$ cat config.mk
export PLATFORM = sky130hd
export DESIGN_NAME = iter_muldiv_unit_flat
export DESIGN_NICKNAME = d
export VERILOG_FILES = /design/src/rtl/iter_muldiv_unit_if.sv /design/src/rtl/iter_muldiv_unit.sv /design/src/flat_wrapper.sv
export SDC_FILE = /design/constraint.sdc
export NUM_CORES = 1
export LEC_CHECK = 0
export BUFFER_PORTS_ARGS = -buffer_cell sky130_fd_sc_hd__buf_2
export CORE_ASPECT_RATIO = 1.5
export CORE_MARGIN = 1
export CORE_UTILIZATION = 55
export CTS_BUF_LIST = sky130_fd_sc_hd__clkbuf_8
export CTS_CLUSTER_DIAMETER = 60
export DETAILED_ROUTE_END_ITERATION = 12
export GPL_TIMING_DRIVEN = 0
export PLACE_DENSITY = 0.82
export SYNTH_ARGS = -nofsm -noshare
export SYNTH_HDL_FRONTEND = slang
export SYNTH_SLANG_ARGS = --single-unit
$ cat constraint.sdc
create_clock -name clk -period 4.1 [get_ports clk]
set_clock_uncertainty 0.15 [all_clocks]
set_input_delay 0.615 -clock clk [delete_from_list [all_inputs] [get_ports clk]]
set_output_delay 0.615 -clock clk [all_outputs]
set_load 0.01 [all_outputs]
$ cat src/rtl/iter_muldiv_unit_if.sv
// ---------------------------------------------------------------------------
// iter_muldiv_unit_if
// Handshake and data bundle between the execute stage and the iterative
// multiply/divide unit.
//   start        request pulse from the pipeline
//   op           00 MULTU, 01 MULT, 10 DIVU, 11 DIV
//   A, B         operands (Read_Data1 and the ALU operand mux output R3)
//   busy         operation in progress, the pipeline stalls on it
//   done         one-cycle completion pulse
//   HI, LO       product halves or remainder/quotient
//   div_by_zero  last completed divide had a zero divisor
// master drives the request side, slave is the unit itself.
// ---------------------------------------------------------------------------
interface iter_muldiv_unit_if #(
    parameter int WIDTH = 32
);
    logic             start;
    logic [1:0]       op;
    logic [WIDTH-1:0] A;
    logic [WIDTH-1:0] B;
    logic             busy;
    logic             done;
    logic [WIDTH-1:0] HI;
    logic [WIDTH-1:0] LO;
    logic             div_by_zero;

    modport master (
        output start, op, A, B,
        input  busy, done, HI, LO, div_by_zero
    );

    modport slave (
        input  start, op, A, B,
        output busy, done, HI, LO, div_by_zero
    );
endinterface

$ cat src/rtl/iter_muldiv_unit.sv
// ---------------------------------------------------------------------------
// iter_muldiv_unit
// Multi-cycle integer multiply/divide unit sitting beside the ALU. Signed
// operations run on magnitudes and fix up the signs in a final cycle.
// One result bit is produced per clock: shift-add for multiply, restoring
// shift-subtract for divide.
// Ports:
//   clk    rising-edge clock
//   rst_n  asynchronous active-low reset, aborts any operation in flight
//   bus    iter_muldiv_unit_if.slave (start/op/A/B in, busy/done/HI/LO/
//          div_by_zero out)
// ---------------------------------------------------------------------------
module iter_muldiv_unit #(
    parameter int WIDTH = 32
) (
    input  logic                clk,
    input  logic                rst_n,
    iter_muldiv_unit_if.slave   bus
);

    localparam int CW = $clog2(WIDTH + 1);

    typedef enum logic [1:0] {IDLE, CALC, FIX, DONE} state_t;

    state_t             state_q;
    logic               isDiv_q;
    logic               negQuo_q;
    logic               negRem_q;
    logic [WIDTH-1:0]   opnd_q;
    logic [2*WIDTH-1:0] acc_q;
    logic [CW-1:0]      count_q;
    logic               busy_q;
    logic               done_q;
    logic [WIDTH-1:0]   hi_q;
    logic [WIDTH-1:0]   lo_q;
    logic               dbz_q;

    logic [WIDTH-1:0]   absA_d;
    logic [WIDTH-1:0]   absB_d;
    logic [WIDTH:0]     mulSum_d;
    logic [2*WIDTH-1:0] mulAcc_d;
    logic [WIDTH:0]     divPartial_d;
    logic [WIDTH:0]     divDiff_d;
    logic [2*WIDTH-1:0] divAcc_d;
    logic [2*WIDTH-1:0] fixProd_d;
    logic [WIDTH-1:0]   fixQuo_d;
    logic [WIDTH-1:0]   fixRem_d;

    // Operand magnitudes at request time, plus one iteration step of each
    // algorithm and the sign fix-up applied in the last cycle.
    // Multiply: acc holds {partial product, remaining multiplier bits};
    // opnd is the multiplicand. Divide: acc holds {remainder, dividend bits
    // being shifted out / quotient bits shifted in}; opnd is the divisor.
    always_comb begin
        absA_d = (bus.op[0] && bus.A[WIDTH-1]) ? -bus.A : bus.A;
        absB_d = (bus.op[0] && bus.B[WIDTH-1]) ? -bus.B : bus.B;

        mulSum_d = {1'b0, acc_q[2*WIDTH-1:WIDTH]}
                 + (acc_q[0] ? {1'b0, opnd_q} : {(WIDTH+1){1'b0}});
        mulAcc_d = {mulSum_d, acc_q[WIDTH-1:1]};

        // The partial remainder needs one extra bit because the shifted
        // remainder can exceed WIDTH bits before the subtract. A negative
        // difference (top bit set) means the divisor did not fit.
        divPartial_d = {acc_q[2*WIDTH-1:WIDTH], acc_q[WIDTH-1]};
        divDiff_d    = divPartial_d - {1'b0, opnd_q};
        if (!divDiff_d[WIDTH]) begin
            divAcc_d = {divDiff_d[WIDTH-1:0], acc_q[WIDTH-2:0], 1'b1};
        end else begin
            divAcc_d = {divPartial_d[WIDTH-1:0], acc_q[WIDTH-2:0], 1'b0};
        end

        fixProd_d = negQuo_q ? -acc_q : acc_q;
        fixQuo_d  = negQuo_q ? -acc_q[WIDTH-1:0] : acc_q[WIDTH-1:0];
        fixRem_d  = negRem_q ? -acc_q[2*WIDTH-1:WIDTH] : acc_q[2*WIDTH-1:WIDTH];
    end

    // Control FSM and all result registers. A request is only accepted in
    // IDLE, so starts during busy or the done pulse are dropped, not queued.
    // A zero divisor skips the iterations and completes on the next cycle.
    always_ff @(posedge clk or negedge rst_n) begin
        if (!rst_n) begin
            state_q  <= IDLE;
            isDiv_q  <= 1'b0;
            negQuo_q <= 1'b0;
            negRem_q <= 1'b0;
            opnd_q   <= '0;
            acc_q    <= '0;
            count_q  <= '0;
            busy_q   <= 1'b0;
            done_q   <= 1'b0;
            hi_q     <= '0;
            lo_q     <= '0;
            dbz_q    <= 1'b0;
        end else begin
            done_q <= 1'b0;
            case (state_q)
                IDLE: begin
                    if (bus.start) begin
                        isDiv_q <= bus.op[1];
                        if (bus.op[1] && (bus.B == '0)) begin
                            hi_q    <= bus.A;
                            lo_q    <= '1;
                            dbz_q   <= 1'b1;
                            done_q  <= 1'b1;
                            state_q <= DONE;
                        end else begin
                            negQuo_q <= bus.op[0] & (bus.A[WIDTH-1] ^ bus.B[WIDTH-1]);
                            negRem_q <= bus.op[0] & bus.A[WIDTH-1];
                            if (bus.op[1]) begin
                                opnd_q <= absB_d;
                                acc_q  <= {{WIDTH{1'b0}}, absA_d};
                            end else begin
                                opnd_q <= absA_d;
                                acc_q  <= {{WIDTH{1'b0}}, absB_d};
                            end
                            count_q <= CW'(WIDTH);
                            busy_q  <= 1'b1;
                            state_q <= CALC;
                        end
                    end
                end
                CALC: begin
                    acc_q   <= isDiv_q ? divAcc_d : mulAcc_d;
                    count_q <= count_q - CW'(1);
                    if (count_q == CW'(1)) begin
                        state_q <= FIX;
                    end
                end
                FIX: begin
                    if (isDiv_q) begin
                        hi_q <= fixRem_d;
                        lo_q <= fixQuo_d;
                    end else begin
                        hi_q <= fixProd_d[2*WIDTH-1:WIDTH];
                        lo_q <= fixProd_d[WIDTH-1:0];
                    end
                    dbz_q   <= 1'b0;
                    busy_q  <= 1'b0;
                    done_q  <= 1'b1;
                    state_q <= DONE;
                end
                DONE: begin
                    state_q <= IDLE;
                end
                default: begin
                    state_q <= IDLE;
                end
            endcase
        end
    end

    assign bus.busy        = busy_q;
    assign bus.done        = done_q;
    assign bus.HI          = hi_q;
    assign bus.LO          = lo_q;
    assign bus.div_by_zero = dbz_q;

endmodule

$ cat src/flat_wrapper.sv
// flat-port wrapper written by rule: the top's interface ports become plain ports
module iter_muldiv_unit_flat 
#(
    parameter int WIDTH = 32
)
  (clk, rst_n, bus_start, bus_op, bus_A, bus_B, bus_busy, bus_done, bus_HI, bus_LO, bus_div_by_zero);
  iter_muldiv_unit_if #(.WIDTH(WIDTH)) bus_i ();
  input  logic clk;
  input  logic rst_n;
  input wire logic [$bits(bus_i.start)-1:0] bus_start;
  input wire logic [$bits(bus_i.op)-1:0] bus_op;
  input wire logic [$bits(bus_i.A)-1:0] bus_A;
  input wire logic [$bits(bus_i.B)-1:0] bus_B;
  output wire logic [$bits(bus_i.busy)-1:0] bus_busy;
  output wire logic [$bits(bus_i.done)-1:0] bus_done;
  output wire logic [$bits(bus_i.HI)-1:0] bus_HI;
  output wire logic [$bits(bus_i.LO)-1:0] bus_LO;
  output wire logic [$bits(bus_i.div_by_zero)-1:0] bus_div_by_zero;
  assign bus_i.start = bus_start;
  assign bus_i.op = bus_op;
  assign bus_i.A = bus_A;
  assign bus_i.B = bus_B;
  assign bus_busy = bus_i.busy;
  assign bus_done = bus_i.done;
  assign bus_HI = bus_i.HI;
  assign bus_LO = bus_i.LO;
  assign bus_div_by_zero = bus_i.div_by_zero;
  iter_muldiv_unit #(.WIDTH(WIDTH)) u_core (.clk(clk), .rst_n(rst_n), .bus(bus_i));
endmodule
==> results.toml <==
[cells_and_area]
areaGrowthSynthToFinish_pct = 12.0
layout_common_cells = "nor2_1 (221), a21oi_1 (190), dfrtp_1 (173)"
design.final.nets = 2201
layout_commonest_cell = "nor2_1"
stdcell_area_um2 = 16800
drive_above_1_share_pct = 13.7

[die]
std_cell_rows = 73
fp.dieArea_um2 = 27900
die_h_um = 204
initial_core_util_pct = 56.2
coreArea_um2 = 26700
ios = 136
fp.dieW_um = 137

[drt]
dr.first_iter.drc_count = 1290
drc = 0
vias = 15800
drt-vias-per-instance = 6.54
wl_per_cell_um = 24.3
drtPass1Iterations = 6
routed_wirelength_mm = 58.5
ant_nets = 0

[synthesis]
synthesis.nets = 2039
yosys.area_share.simple_pct = 18.7
ys_types = 79
synth_mux_area_share_pct = 5.34
postSynthCellCount = 1895
async_flop_share_pct = 100
synth-edff-count = 0
netlist_area_um2 = 15000
ys_dominant_reg_cell = "dfrtp_1"
synth_compound_area_share_pct = 26.2
ys_seq_elements = 174
synthXorXnorAreaFrac_pct = 9.64
synth-seq-area-share_pct = 29.1
synth-adder-area-share_pct = 6.36
syn_area_per_cell_um2 = 7.91
yosysWarnings = 0
synth_top_family_by_area = "compound AO/OA/AOI/OAI gates"

[grt]
antenna_found_initial = 4
grt_pass1_wl_mm = 88.5
grt_pass1_vias = 15600
track_usage_pct = 43.1
grt_start_max_net_pins = 103
grt_overflow = 0

[setup_path]
worst-path-max-fanout = 10
crit_type = "reg2reg"
crit_path_end_kind = "flop"
crit_chain = "buf_2, or4_1, or4_1, nor4_4, buf_4, nand2_1, nand2_2, o21ai_0, xor2_1, mux2i_2, o21ai_0"
slowest_stage = "or4_1"
worst_setup_path_start_kind = "flop"
crit_arrival_ns = 4.26
cp.required_ns = 4.34
r2r-end = "u_core.bus.HI[3]"
critical-path-max-stage-delay_ns = 0.71
ff2ff_setup_slack_ns = 0.08
critPathBufInv = 2
r2r-start = "u_core.acc_q[8]"
cpLargestDelayFamily = "simple AND/OR/NAND/NOR gates"
r2r_cells = 11

[clock_network]
path_clk_slew_ns = 0.10
clk_latency_ns = 0.53
numCtsBuffers = 17
tritoncts = "done"
cts.path.max_buffers = 2
htree_num_levels = 4
clock-sinks = 174
cts-root-buf = "clkbuf_8"

[timing]
fin_crit_sh_pct = 98.1
maxSlewViolCount = 0
slew_headroom_pct = 19.8
rsz0062_at_grt = "false"
period_needed_ns = 4.02
setup_viol = 0
worstMarginPinSlew_ns = 1.20
hold_viol_final = 0
max_freq_mhz = 249
setup_slack_ns = 0.0782

[min_path]
min_path_cells = 3
holdPathEnd = "u_core.isDiv_q"
hold_start = "bus_start"
hold_class = "in2reg"

[power_and_ir_drop]
powerDensity_nw_per_um2 = 868
leakage_nw = 7.38
power_mw = 14.6
ir_drop_v = 0.000571

[place]
detailed_place_hpwl_mm = 46.1
postPlaceCellArea_um2 = 16100
io_buffers = 134
finalWeightedCongestion = 1.01
pre_cts_slack_ns = -0.745

[outcome]
status = "finished, final reports clean"

[job]
cap_violations = 0
[metrics by stage]
step                hold slack (ns)  setup TNS, ns  utilization [%]  std cells
floorplan                     0.169              0                -       1895
global placement              0.302        -131.23             60.3       2366
detailed placement            0.313         -32.31             60.4       2367
CTS                           0.239              0             62.7       2403
global route                  0.273              0             62.9       2408
finish                        0.257              0             62.9       2409
[power breakdown]
part | internal, mW | switching, mW | total (mW)
clock | 0.767 | 0.693 | 1.46
sequential | 2.45 | 0.850 | 3.30
combinational | 3.63 | 6.17 | 9.80
[tightest hold or removal path: stages]
cell,delay [ns]
buf_2,0.13
nand2_1,0.08
o21ai_0,0.07
[flip-flops by register name, summed over array words and instances, names as in the netlist]
name / cells
u_core.acc_q: 64
u_core.bus.HI: 32
u_core.bus.LO: 32
u_core.opnd_q: 32
u_core.count_q: 6
u_core.state_q: 2
u_core.bus.busy: 1
u_core.bus.div_by_zero: 1
u_core.bus.done: 1
u_core.isDiv_q: 1
u_core.negQuo_q: 1
u_core.negRem_q: 1
[per-layer routing]
layer | part of all wire [%] | global-route usage, % | wire length, µm | vias up
met5 | 0.034 | 0 | 20 | -
met4 | 10 | 39.0 | 5840 | 2
met3 | 6.8 | 8.36 | 4000 | 293
met2 | 48 | 72.0 | 28100 | 854
met1 | 35 | 45.3 | 20500 | 7424
li1 | - | - | - | 7185
[cell usage after synthesis, types with 6 or more instances]
cell type  number  share of area [%]
nor2_1        221                5.5
a21oi_1       192                6.4
dfrtp_1       174                 29
nand2_1       167                4.2
o21ai_0       165                5.5
xor2_1         93                5.4
clkbuf_1       82                2.1
ha_1           73                6.1
xnor2_1        72                4.2
inv_1          67                1.7
mux2i_1        45                3.0
a21o_1         44                2.2
a31oi_1        39                1.6
nor3_1         37                1.2
mux2_2         31                2.3
a211oi_1       27                1.4
o31ai_1        25                1.3
nand3_1        24               0.80
buf_2          20               0.67
nor4_1         19               0.79
o211ai_1       19               0.95
a22oi_1        18               0.90
and3_1         16               0.67
a221o_1        14               0.94
nor2b_1        14               0.58
or3_1          14               0.58
and2_1         13               0.54
nand2b_1       11               0.46
o41ai_1        11               0.64
or2_2          11               0.46
or4_1          10               0.50
o21a_1          9               0.45
and4_1          7               0.41
o31a_1          7               0.41
nand4_1         6               0.25
[cell families after synthesis]
family          count (synthesis)
compound gates                630
mux                            76
buf+inv                       176
fa+ha+maj                      75
xor+xnor                      165
simple gates                  599
flops                         174
[worst max-delay path by stage]
| stage | slack [ns] | cells after the start | from | to |
|---|---|---|---|---|
| 6_report | 0.08 | 11 | u_core.acc_q[8] | u_core.bus.HI[3] |
| 5_1_grt | 0.01 | 12 | u_core.acc_q[0] | u_core.bus.HI[4] |
| 4_1_cts | 0.06 | 12 | u_core.acc_q[0] | u_core.bus.HI[4] |
| 3_5_place_dp | -0.75 | 13 | u_core.acc_q[31] | u_core.acc_q[46] |
| 3_3_place_gp | -0.68 | 13 | u_core.acc_q[31] | u_core.acc_q[46] |
| 2_1_floorplan | 0.44 | 13 | u_core.acc_q[0] | u_core.acc_q[63] |
[cell type report]
cell class              count  area, µm²
inverters                  68        262
multi-input cells        1545      10000
well taps                 337        422
diodes                      3       7.51
plain buffers             108        460
fillers                  2463       9880
flip-flops and latches    174       4360
clock inverters            11        190
clock buffers              20        275
repair buffers            143        783
[timing repair]
item,in CTS,in global routing
setup buffers,4,3
pin swaps,2,3
setup endpoints to repair,60,46
hold buffers,1,0
resized for setup,31,12
endpoints found under the hold margin,72,0
Power figures use the tool's default switching activity.
